===== src/rtl/processor_controller.sv =====
// Multi-cycle control unit: PC/IR, fetch/decode/execute sequencing, memory/register-file/ALU controls.
// Optional CTRL_STEP_EN adds a Step input that gates FETCH -> DECODE for single-stepping.
module processor_controller #(
  parameter int unsigned PC_W = 7
) (
  input  logic            Clk,
  input  logic            Reset,
`ifdef CTRL_STEP_EN
  input  logic            Step,
`endif
  input  logic [15:0]     Instr,
  output logic [PC_W-1:0] PC_Addr,
  output logic [7:0]      D_Addr,
  output logic            D_Wr,
  output logic            RF_s,
  output logic [3:0]      RF_W_addr,
  output logic            RF_W_en,
  output logic [3:0]      RF_Ra_addr,
  output logic [3:0]      RF_Rb_addr,
  output logic [2:0]      ALU_s0,
  output logic            Halted,
  output logic [3:0]      State
);

  typedef enum logic [3:0] {
    S_INIT   = 4'd0,
    S_FETCH  = 4'd1,
    S_DECODE = 4'd2,
    S_NOOP   = 4'd3,
    S_LOAD_A = 4'd4,
    S_LOAD_B = 4'd5,
    S_STORE  = 4'd6,
    S_ALU    = 4'd7,
    S_HALT   = 4'd8
  } state_t;

  localparam logic [3:0] OP_STORE = 4'd1;
  localparam logic [3:0] OP_LOAD  = 4'd2;
  localparam logic [3:0] OP_ADD   = 4'd3;
  localparam logic [3:0] OP_SUB   = 4'd4;
  localparam logic [3:0] OP_HALT  = 4'd5;
  localparam logic [3:0] OP_XOR   = 4'd6;
  localparam logic [3:0] OP_OR    = 4'd7;
  localparam logic [3:0] OP_AND   = 4'd8;
  localparam logic [3:0] OP_INC   = 4'd9;

  localparam logic [2:0] ALU_ZERO  = 3'd0;
  localparam logic [2:0] ALU_ADD   = 3'd1;
  localparam logic [2:0] ALU_SUB   = 3'd2;
  localparam logic [2:0] ALU_PASSA = 3'd3;
  localparam logic [2:0] ALU_XOR   = 3'd4;
  localparam logic [2:0] ALU_OR    = 3'd5;
  localparam logic [2:0] ALU_AND   = 3'd6;
  localparam logic [2:0] ALU_INCA  = 3'd7;

  state_t          state, state_nxt;
  logic [PC_W-1:0] pc;
  logic [15:0]     ir;

  logic [3:0] ir_op, ir_ra, ir_rb, ir_rd;
  logic [7:0] ir_d;

  assign ir_op = ir[15:12];
  assign ir_ra = ir[11:8];
  assign ir_rb = ir[7:4];
  assign ir_rd = ir[3:0];
  assign ir_d  = ir[7:0];

  function automatic logic [2:0] alu_sel(input logic [3:0] op);
    case (op)
      OP_ADD:  return ALU_ADD;
      OP_SUB:  return ALU_SUB;
      OP_XOR:  return ALU_XOR;
      OP_OR:   return ALU_OR;
      OP_AND:  return ALU_AND;
      OP_INC:  return ALU_INCA;
      default: return ALU_ZERO;
    endcase
  endfunction

  // State register
  always_ff @(posedge Clk) begin
    if (Reset) state <= S_INIT;
    else       state <= state_nxt;
  end

  // PC and IR; IR captures the instruction word in DECODE, PC wraps naturally
  always_ff @(posedge Clk) begin
    if (Reset || state == S_INIT) begin
      pc <= '0;
      ir <= '0;
    end else if (state == S_DECODE) begin
      ir <= Instr;
      pc <= pc + PC_W'(1);
    end
  end

  // Next-state logic; DECODE dispatches on the incoming word since IR is not yet loaded
  always_comb begin
    state_nxt = state;
    case (state)
      S_INIT:   state_nxt = S_FETCH;
`ifdef CTRL_STEP_EN
      S_FETCH:  state_nxt = Step ? S_DECODE : S_FETCH;
`else
      S_FETCH:  state_nxt = S_DECODE;
`endif
      S_DECODE: begin
        case (Instr[15:12])
          OP_LOAD:  state_nxt = S_LOAD_A;
          OP_STORE: state_nxt = S_STORE;
          OP_ADD, OP_SUB, OP_XOR, OP_OR, OP_AND, OP_INC: state_nxt = S_ALU;
          OP_HALT:  state_nxt = S_HALT;
          default:  state_nxt = S_NOOP;
        endcase
      end
      S_NOOP:   state_nxt = S_FETCH;
      S_LOAD_A: state_nxt = S_LOAD_B;
      S_LOAD_B: state_nxt = S_FETCH;
      S_STORE:  state_nxt = S_FETCH;
      S_ALU:    state_nxt = S_FETCH;
      S_HALT:   state_nxt = S_HALT;
      default:  state_nxt = S_INIT;
    endcase
  end

  // Moore outputs from state and IR
  always_comb begin
    PC_Addr    = pc;
    D_Addr     = 8'd0;
    D_Wr       = 1'b0;
    RF_s       = 1'b0;
    RF_W_addr  = 4'd0;
    RF_W_en    = 1'b0;
    RF_Ra_addr = 4'd0;
    RF_Rb_addr = 4'd0;
    ALU_s0     = ALU_ZERO;
    Halted     = 1'b0;
    State      = state;
    case (state)
      S_LOAD_A: D_Addr = ir_d;
      S_LOAD_B: begin
        D_Addr    = ir_d;
        RF_s      = 1'b1;
        RF_W_addr = ir_ra;
        RF_W_en   = 1'b1;
      end
      S_STORE: begin
        D_Addr     = ir_d;
        RF_Ra_addr = ir_ra;
        ALU_s0     = ALU_PASSA;
        D_Wr       = 1'b1;
      end
      S_ALU: begin
        RF_Ra_addr = ir_ra;
        RF_Rb_addr = ir_rb;
        RF_W_addr  = ir_rd;
        RF_W_en    = 1'b1;
        ALU_s0     = alu_sel(ir_op);
      end
      S_HALT:  Halted = 1'b1;
      default: ;
    endcase
  end

endmodule


===== config.mk =====
export PLATFORM = sky130hd
export DESIGN_NAME = processor_controller
export DESIGN_NICKNAME = d
export VERILOG_FILES = /design/src/rtl/processor_controller.sv
export SDC_FILE = /design/constraint.sdc
export NUM_CORES = 1
export LEC_CHECK = 0
export CAP_MARGIN = 10
export CORE_AREA = 8 8 61 63
export CTS_CLUSTER_DIAMETER = 120
export DETAILED_ROUTE_END_ITERATION = 10
export DIE_AREA = 0 0 69 71
export DONT_BUFFER_PORTS = 1
export HOLD_SLACK_MARGIN = 0.12
export MAX_ROUTING_LAYER = met4
export PLACE_DENSITY = 0.7
export SYNTH_ARGS = -nofsm -noshare
export SYNTH_HDL_FRONTEND = slang
export SYNTH_SLANG_ARGS = --single-unit

===== constraint.sdc =====
create_clock -name Clk -period 3.4 [get_ports Clk]
set_input_delay 1.02 -clock Clk [delete_from_list [all_inputs] [get_ports Clk]]
set_output_delay 1.02 -clock Clk [all_outputs]
set_load 0.02 [all_outputs]

==> qor.txt, run 1 <==
PWR
---------------------------------------------------------------------------------
Power density over the cells                                         454.1 nW/µm²
Worst vdd ir                                                          0.0002812 V
Leakage power                                                           0.5291 nW

DRT
---------------------------------------------------------------------------------
Detailed-route DRC error count                                                  0
Vias per cell                                                               5.812
Initial DRT Pass Iterations                                                     4
Post-Route WL                                                             3510 µm
Routed len/inst                                                          16.48 µm
Routed vias                                                                 1,238
1st-iter DRT viols                                                             98
Antenna Violating Nets Remaining                                                0

SETUP PATH
---------------------------------------------------------------------------------
Type of destination of the critical path                               output pin
Required arrival time at the worst endpoint                               2380 ps
Slowest stage delay, CP                                                    690 ps
Reg2reg start                                                            State[1]
Path type of the worst setup path                                      reg -> out
Biggest fanout along the worst timing path                                     11
Arrival time reported for the critical path endpoint                      2190 ps
Critical path launch point                                               State[2]
Critical R2R Capture                                                   PC_Addr[5]
Number of cells on the worst reg-to-reg path                                    3
Sequence of cells on the critical path                               nor2b_1, and3_1, a22o_1
Worst-path cell with the longest stage delay                         sky130_fd_sc_hd__dfxtp_1
Type of origin of the critical path                                     flip-flop
Capture point of the worst path                                      RF_W_addr[3]
R2R Setup Slk                                                             1170 ps

GLOBAL ROUTE
---------------------------------------------------------------------------------
Wire length of the first global-routing pass                              5733 µm
Vias in the first global route                                              1,206
GRT Overall Usage                                                          0.1414
Antenna violations before repair                                                0
Pin count of the biggest net entering global routing                           28
Remaining global-route overflow                                                 0

FINAL LAYOUT
---------------------------------------------------------------------------------
NumNets Final                                                                 204
Diode count                                                                     0
Most common library cell in the layout ignoring fill and taps        sky130_fd_sc_hd__nand2_1
Ratio of cells with drive above 1 in the final layout                     0.08889
# fillers                                                                     293
FF+latch area                                                           540.5 µm²
Synthesis-to-finish area growth                                            3.694%
Top library cells by usage in the layout, fill and taps aside        38 x sky130_fd_sc_hd__nand2_1, 27 x sky130_fd_sc_hd__dfxtp_1, 26 x sky130_fd_sc_hd__a21oi_1, 15 x sky130_fd_sc_hd__and2_1, 6 x sky130_fd_sc_hd__o21ai_0
Area used by multi-input combinational logic                            849.6 µm²

DIE
---------------------------------------------------------------------------------
Die X-Extent                                                                69 µm
Die height                                                                  71 µm
Die Area                                                                 4899 µm²
# IOs                                                                          56
Core Rows                                                                      20
Initial core utilization                                                   0.5105
Placeable core area                                                      2853 µm²

CTS
---------------------------------------------------------------------------------
Clk pin slew, worst setup/hold paths                                       150 ps
H-tree depth                                                                    1
CTS buffer count                                                                3
Hold buffer count at cts                                                        0
TritonCTS clock tree                                                          yes
Gates resized, CTS repair                                                       0
Post-CTS setup buffers                                                          0
Clock Path Buffers                                                              2
CTS Root Cell                                                        sky130_fd_sc_hd__clkbuf_4
Clock latency of the later-clocked register in the worst-skew pair         330 ps
Sink count of the clock tree                                                   27

LOGIC SYNTHESIS
---------------------------------------------------------------------------------
Post-synthesis sequential element count                                        27
Post-synthesis instance area                                             1456 µm²
Avg Inst Size Synth                                                     7.915 µm²
Async set-reset flop share out of synthesis                                     0
Ranking of synthesized cells by area                                 sky130_fd_sc_hd__dfxtp_1 37%, sky130_fd_sc_hd__nand2_1 9.8%, sky130_fd_sc_hd__a21oi_1 8.9%
Share of the synthesized area in the top cell type                         0.3711
Dominant cell type by area after synthesis                           sky130_fd_sc_hd__dfxtp_1
Post-synth EDFFs                                                                0
Synth cell types                                                               37
Seq/Total Area, Yosys                                                      0.3711
Primary flip-flop cell chosen by synthesis mapping                   sky130_fd_sc_hd__dfxtp_1
Synth warnings                                                                  0
Gate count after technology mapping                                           184
Post-Syn Nets                                                                 207

STA
---------------------------------------------------------------------------------
Post-layout minimum cycle time                                            3212 ps
Timing-limited maximum frequency                                       0.3114 GHz
Post-route setup TNS                                                         0 ps
Period Utilization, post-route                                             0.9446
Unrepaired setup endpoints after global routing                             false
Worst-case hold slack                                                    482.4 ps
Max_slew headroom                                                          0.5613
Slew at the pin closest to its max-slew limit                            657.1 ps
Final number of setup-violating endpoints                                       0
Final clock skew                                                         7.521 ps
Final hold vios                                                                 0
Count of pins over their slew limit                                             0

RUN STATUS
---------------------------------------------------------------------------------
Status                                                                  completed

MIN PATH
---------------------------------------------------------------------------------
Class of the worst hold path                                           reg -> reg

PLACEMENT
---------------------------------------------------------------------------------
Number of buffers added on ports                                                0
Dpl hpwl                                                                  2660 µm
Routability congestion estimate from global placement                      0.8031

FLOW RUN
---------------------------------------------------------------------------------
Number of max-cap violations                                                    0

==> metrics by stage <==
stage          cells  total power, mW  utilization  cell area [µm²]  worst slack (ps)
2_1_floorplan    184           0.5141            -             1456             654.6
3_3_place_gp     209           0.5437       0.5189             1480             640.7
3_5_place_dp     209           0.5505       0.5189             1480             556.4
4_1_cts          213           0.6909       0.5294             1510             171.2
5_1_grt          213           0.7280       0.5294             1510             1.119
6_report         213           0.6858       0.5294             1510             188.3
==> report_power, final <==
group / switching, mW / internal [mW]
Combinational: 0.0968 / 0.0592
Clock: 0.0978 / 0.0451
Sequential: 0.0504 / 0.336
Total: 0.245 / 0.441
==> sequential cells by signal, indices dropped and copies added, names as in the netlist <==
name and count:
PC_Addr 7, State 4, ir 16
==> cell type report <==
cell class              instances  share of cell area
repair buffers                  4             0.01988
multi-input cells             140              0.5626
clock buffers                   3             0.01491
flip-flops and latches         27              0.3579
inverters                       5             0.01243
well taps                      33             0.02734
clock inverters                 1            0.004971
==> worst min path at each step <==
| stage | end | slack [ps] | cells after the start | from |
|---|---|---|---|---|
| 6_report | ir[4] | 480 | 2 | ir[4] |
| 2_1_floorplan | ir[4] | 440 | 2 | ir[4] |
| 5_1_grt | ir[7] | 510 | 2 | ir[7] |
| 3_5_place_dp | ir[4] | 470 | 2 | ir[4] |
| 3_3_place_gp | ir[6] | 450 | 2 | ir[6] |
| 4_1_cts | ir[4] | 480 | 2 | ir[4] |
==> per-layer routing <==
layer / vias to the layer above / part of all wire / global-route usage
met2: 47 / 0.50 / 0.2316
met3: 4 / 0.12 / 0.05874
met5: - / 0 / -
li1: 622 / - / -
met1: 565 / 0.38 / 0.1487
met4: 0 / 0.0068 / 0.05467
==> cell usage after synthesis, types with 4 or more instances <==
cell type and instances:
sky130_fd_sc_hd__o21ai_0 6, sky130_fd_sc_hd__clkbuf_1 9, sky130_fd_sc_hd__ha_1 5, sky130_fd_sc_hd__a22o_1 4
sky130_fd_sc_hd__a21oi_1 26, sky130_fd_sc_hd__nand3_1 4, sky130_fd_sc_hd__and3_1 5, sky130_fd_sc_hd__and2_1 15
sky130_fd_sc_hd__inv_1 5, sky130_fd_sc_hd__dfxtp_1 27, sky130_fd_sc_hd__nand2_1 38
==> critical path, delay by kind of cell (launching register included) <==
| kind | cells | cell delay [ps] |
|---|---|---|
| AOI/OAI and AO/OA | 1 | 320 |
| DFF | 1 | 690 |
| and+or+nand+nor | 2 | 850 |
==> kinds of logic (layout without fill, tap and decap cells) <==
logic type                 count (synthesis)  in the layout  synth area share
buffers and inverters                     17             13           0.05498
and+or+nand+nor                           85             85            0.3179
DFF                                       27             27            0.3711
xor gates and xnor gates                   2              2           0.01203
muxes                                      1              1          0.006873
adders and majority gates                  5              5           0.04296
AOI/OAI and AO/OA                         47             47            0.1942
(Power assumes the default switching activity.)
==> inputs of run 2 (changes only) <==
Settings changed: BUFFER_PORTS_ARGS set to -buffer_cell sky130_fd_sc_hd__buf_4, CORE_AREA 8 8 61 63 to 8 8 62 64, DIE_AREA 0 0 69 71 to 0 0 70 72, DONT_BUFFER_PORTS 1 to unset, PLACE_DENSITY 0.7 to 0.85.
==> run 2 against run 1 <==
First-iteration DRC count rose by 2.0%. Global-route usage up 0.92 points. Final area rose by 27%. Cell count is 26% higher. Non-clock buffer count up 55. Combinational power rose by 31%. Power increased by 5.6%. Core utilization up 13 points. Clock power is essentially flat. Clock skew decreased by 6.7 ps. Maximum frequency grew 2.6%. Critical path type unchanged.
==> qor.txt, run 2 (synthesis results as in run 1) <==
CTS
---------------------------------------------------------------------------------
H-tree depth                                                                    1   unchanged
CTS Root Cell                                                        sky130_fd_sc_hd__clkbuf_4   unchanged
Sink count of the clock tree                                                   27   unchanged
Clock Path Buffers                                                              2   unchanged
Clock latency of the later-clocked register in the worst-skew pair         330 ps   about the same
TritonCTS clock tree                                                          yes   unchanged
CTS buffer count                                                                3   unchanged
Gates resized, CTS repair                                                       0   unchanged
Hold buffer count at cts                                                        0   unchanged
Clk pin slew, worst setup/hold paths                                       150 ps   about the same
Post-CTS setup buffers                                                          0   unchanged

STA
---------------------------------------------------------------------------------
Worst-case hold slack                                                    477.0 ps   was 482.4 ps
Post-route setup TNS                                                         0 ps   unchanged
Final clock skew                                                        0.8397 ps   was 7.521 ps
Unrepaired setup endpoints after global routing                             false   unchanged
Setup slack of the critical path after layout                            268.6 ps   was 188.3 ps
Slew at the pin closest to its max-slew limit                            715.5 ps   was 657.1 ps
Count of pins over their slew limit                                             0   unchanged
Max_slew headroom                                                          0.5217   was 0.5613
Post-layout minimum cycle time                                            3131 ps   was 3212 ps
Final number of setup-violating endpoints                                       0   unchanged
Timing-limited maximum frequency                                       0.3194 GHz   was 0.3114 GHz
Period Utilization, post-route                                             0.9210   was 0.9446
Final hold vios                                                                 0   unchanged

SETUP PATH
---------------------------------------------------------------------------------
Number of cells on the worst reg-to-reg path                                    3   unchanged
Type of origin of the critical path                                     flip-flop   unchanged
Reg2reg start                                                            State[1]   unchanged
Type of destination of the critical path                               output pin   unchanged
Arrival time reported for the critical path endpoint                      2110 ps   was 2190 ps
Critical path launch point                                               State[2]   unchanged
Biggest fanout along the worst timing path                                     11   unchanged
Critical R2R Capture                                                   PC_Addr[5]   unchanged
Capture point of the worst path                                      RF_W_addr[3]   unchanged
R2R Setup Slk                                                             1260 ps   was 1170 ps
Path type of the worst setup path                                      reg -> out   unchanged
Required arrival time at the worst endpoint                               2380 ps   about the same

DRT
---------------------------------------------------------------------------------
1st-iter DRT viols                                                            100   was 98
Routed len/inst                                                          14.35 µm   was 16.48 µm
Initial DRT Pass Iterations                                                     4   unchanged
Detailed-route DRC error count                                                  0   unchanged
Antenna Violating Nets Remaining                                                0   unchanged
Vias per cell                                                               5.313   was 5.812
Post-Route WL                                                             3845 µm   was 3510 µm
Routed vias                                                                 1,424   was 1,238

GLOBAL ROUTE
---------------------------------------------------------------------------------
Vias in the first global route                                              1,311   was 1,206
Routing usage on met1                                                      0.1681   was 0.1487
Antenna violations before repair                                                0   unchanged
GRT Overall Usage                                                          0.1506   was 0.1414
Pin count of the biggest net entering global routing                           28   unchanged
GRT Max-Usage Layer                                                          met2   unchanged
Remaining global-route overflow                                                 0   unchanged
Met2 usage                                                                 0.2538   was 0.2316
Met3 routing resource usage after global routing                          0.03683   was 0.05874
Wire length of the first global-routing pass                              6189 µm   was 5733 µm

FINAL LAYOUT
---------------------------------------------------------------------------------
Synthesis-to-finish area growth                                            32.04%   was 3.694%
Final core occ                                                             0.6625   was 0.5294
Flip-flop count of the largest register after layout                           16   unchanged
# fillers                                                                     265   was 293
NumNets Final                                                                 259   was 204
Top library cells by usage in the layout, fill and taps aside        59 x sky130_fd_sc_hd__buf_4, 38 x sky130_fd_sc_hd__nand2_1, 27 x sky130_fd_sc_hd__dfxtp_1, 26 x sky130_fd_sc_hd__a21oi_1, 15 x sky130_fd_sc_hd__and2_1   was 38 x sky130_fd_sc_hd__nand2_1, 27 x sky130_fd_sc_hd__dfxtp_1, 26 x sky130_fd_sc_hd__a21oi_1, 15 x sky130_fd_sc_hd__and2_1, 6 x sky130_fd_sc_hd__o21ai_0
Diode count                                                                     0   unchanged
Register name with the most flops                                              ir   unchanged
Most common library cell in the layout ignoring fill and taps        sky130_fd_sc_hd__buf_4   was sky130_fd_sc_hd__nand2_1
Ratio of cells with drive above 1 in the final layout                      0.3021   was 0.08889

MIN PATH
---------------------------------------------------------------------------------
Class of the worst hold path                                           reg -> reg   unchanged

PLACEMENT
---------------------------------------------------------------------------------
Routability congestion estimate from global placement                      0.7458   was 0.8031
Dpl hpwl                                                                  2853 µm   was 2660 µm
DP Worst Slack                                                           668.7 ps   was 556.4 ps
Number of buffers added on ports                                               55   was 0

DIE
---------------------------------------------------------------------------------
Die X-Extent                                                                70 µm   was 69 µm
Core Rows                                                                      20   unchanged
Die Area                                                                 5040 µm²   was 4899 µm²
# IOs                                                                          56   unchanged
Initial core utilization                                                   0.5017   was 0.5105
Die height                                                                  72 µm   was 71 µm
Placeable core area                                                      2903 µm²   was 2853 µm²

PWR
---------------------------------------------------------------------------------
Net switching fraction of the power                                        0.3536   was 0.3573
Switching power                                                         0.2561 mW   was 0.2451 mW
Leakage power                                                           0.8172 nW   was 0.5291 nW
Portion of total power attributed to the clock network                      0.201   was 0.208
Flop pwr share                                                              0.518   was 0.564
Worst vdd ir                                                          0.0002652 V   was 0.0002812 V
Combinational share of power                                                0.281   was 0.227
Internal cell power                                                     0.4682 mW   was 0.4408 mW
Power density over the cells                                         376.7 nW/µm²   was 454.1 nW/µm²

RUN STATUS
---------------------------------------------------------------------------------
Status                                                                  completed   unchanged

FLOW RUN
---------------------------------------------------------------------------------
Number of max-cap violations                                                    0   unchanged

-- run 2: cell types whose count changed in the layout (fill, tap and decap cells not counted), sizes merged --
| cell | before | now |
|---|---|---|
| buf | 4 | 59 |
-- run 2: worst min-delay path by stage --
| stage | from | slack, ps | to | cells past startpoint |
|---|---|---|---|---|
| floorplan | ir[4] | 440 | ir[4] | 2 |
| global placement | ir[6] | 450 | ir[6] | 2 |
| detailed placement | ir[4] | 460 | ir[4] | 2 |
| CTS | ir[4] | 480 | ir[4] | 2 |
| global route | ir[7] | 500 | ir[7] | 2 |
| finish | ir[4] | 480 | ir[4] | 2 |
-- run 2: layout make-up --
type                       count  area (µm²)  area share
sequential                    27       540.5      0.2811
timing repair buffer          59       442.9      0.2303
inverter                       5       18.77    0.009759
clock buffer                   3       22.52     0.01171
clock inverter                 1       7.507    0.003904
tap                           33       41.29     0.02147
multi-input combinational    140       849.6      0.4418
-- run 2: metrics by stage --
stage / cell area, µm² / instances / power, mW
finish: 1923 / 268 / 0.7244
global route: 1923 / 268 / 0.7687
CTS: 1923 / 268 / 0.7258
detailed placement: 1893 / 264 / 0.5849
global placement: 1893 / 264 / 0.5820
floorplan: 1456 / 184 / 0.5141
-- run 2: critical path, cell delays in order, from the launching register on --
cell and delay [ps]:
sky130_fd_sc_hd__dfxtp_1 580, sky130_fd_sc_hd__nor2b_1 450, sky130_fd_sc_hd__and3_1 420, sky130_fd_sc_hd__a22o_1 200, sky130_fd_sc_hd__buf_4 130
-- run 2: power by group through the flow --
stage                     Clock [mW]  Combinational [mW]  Sequential (mW)
final                          0.145               0.204            0.376
after global routing           0.162               0.226            0.381
after CTS                      0.147               0.205            0.374
after detailed placement           0               0.203            0.381
after global placement             0               0.202            0.380
after floorplan                    0               0.143            0.371
-- run 2: metal layers --
metal	vias to the layer above	share of wire
met2	36	0.50
li1	735	-
met3	6	0.050
met4	0	0.017
met1	647	0.44
met5	-	0
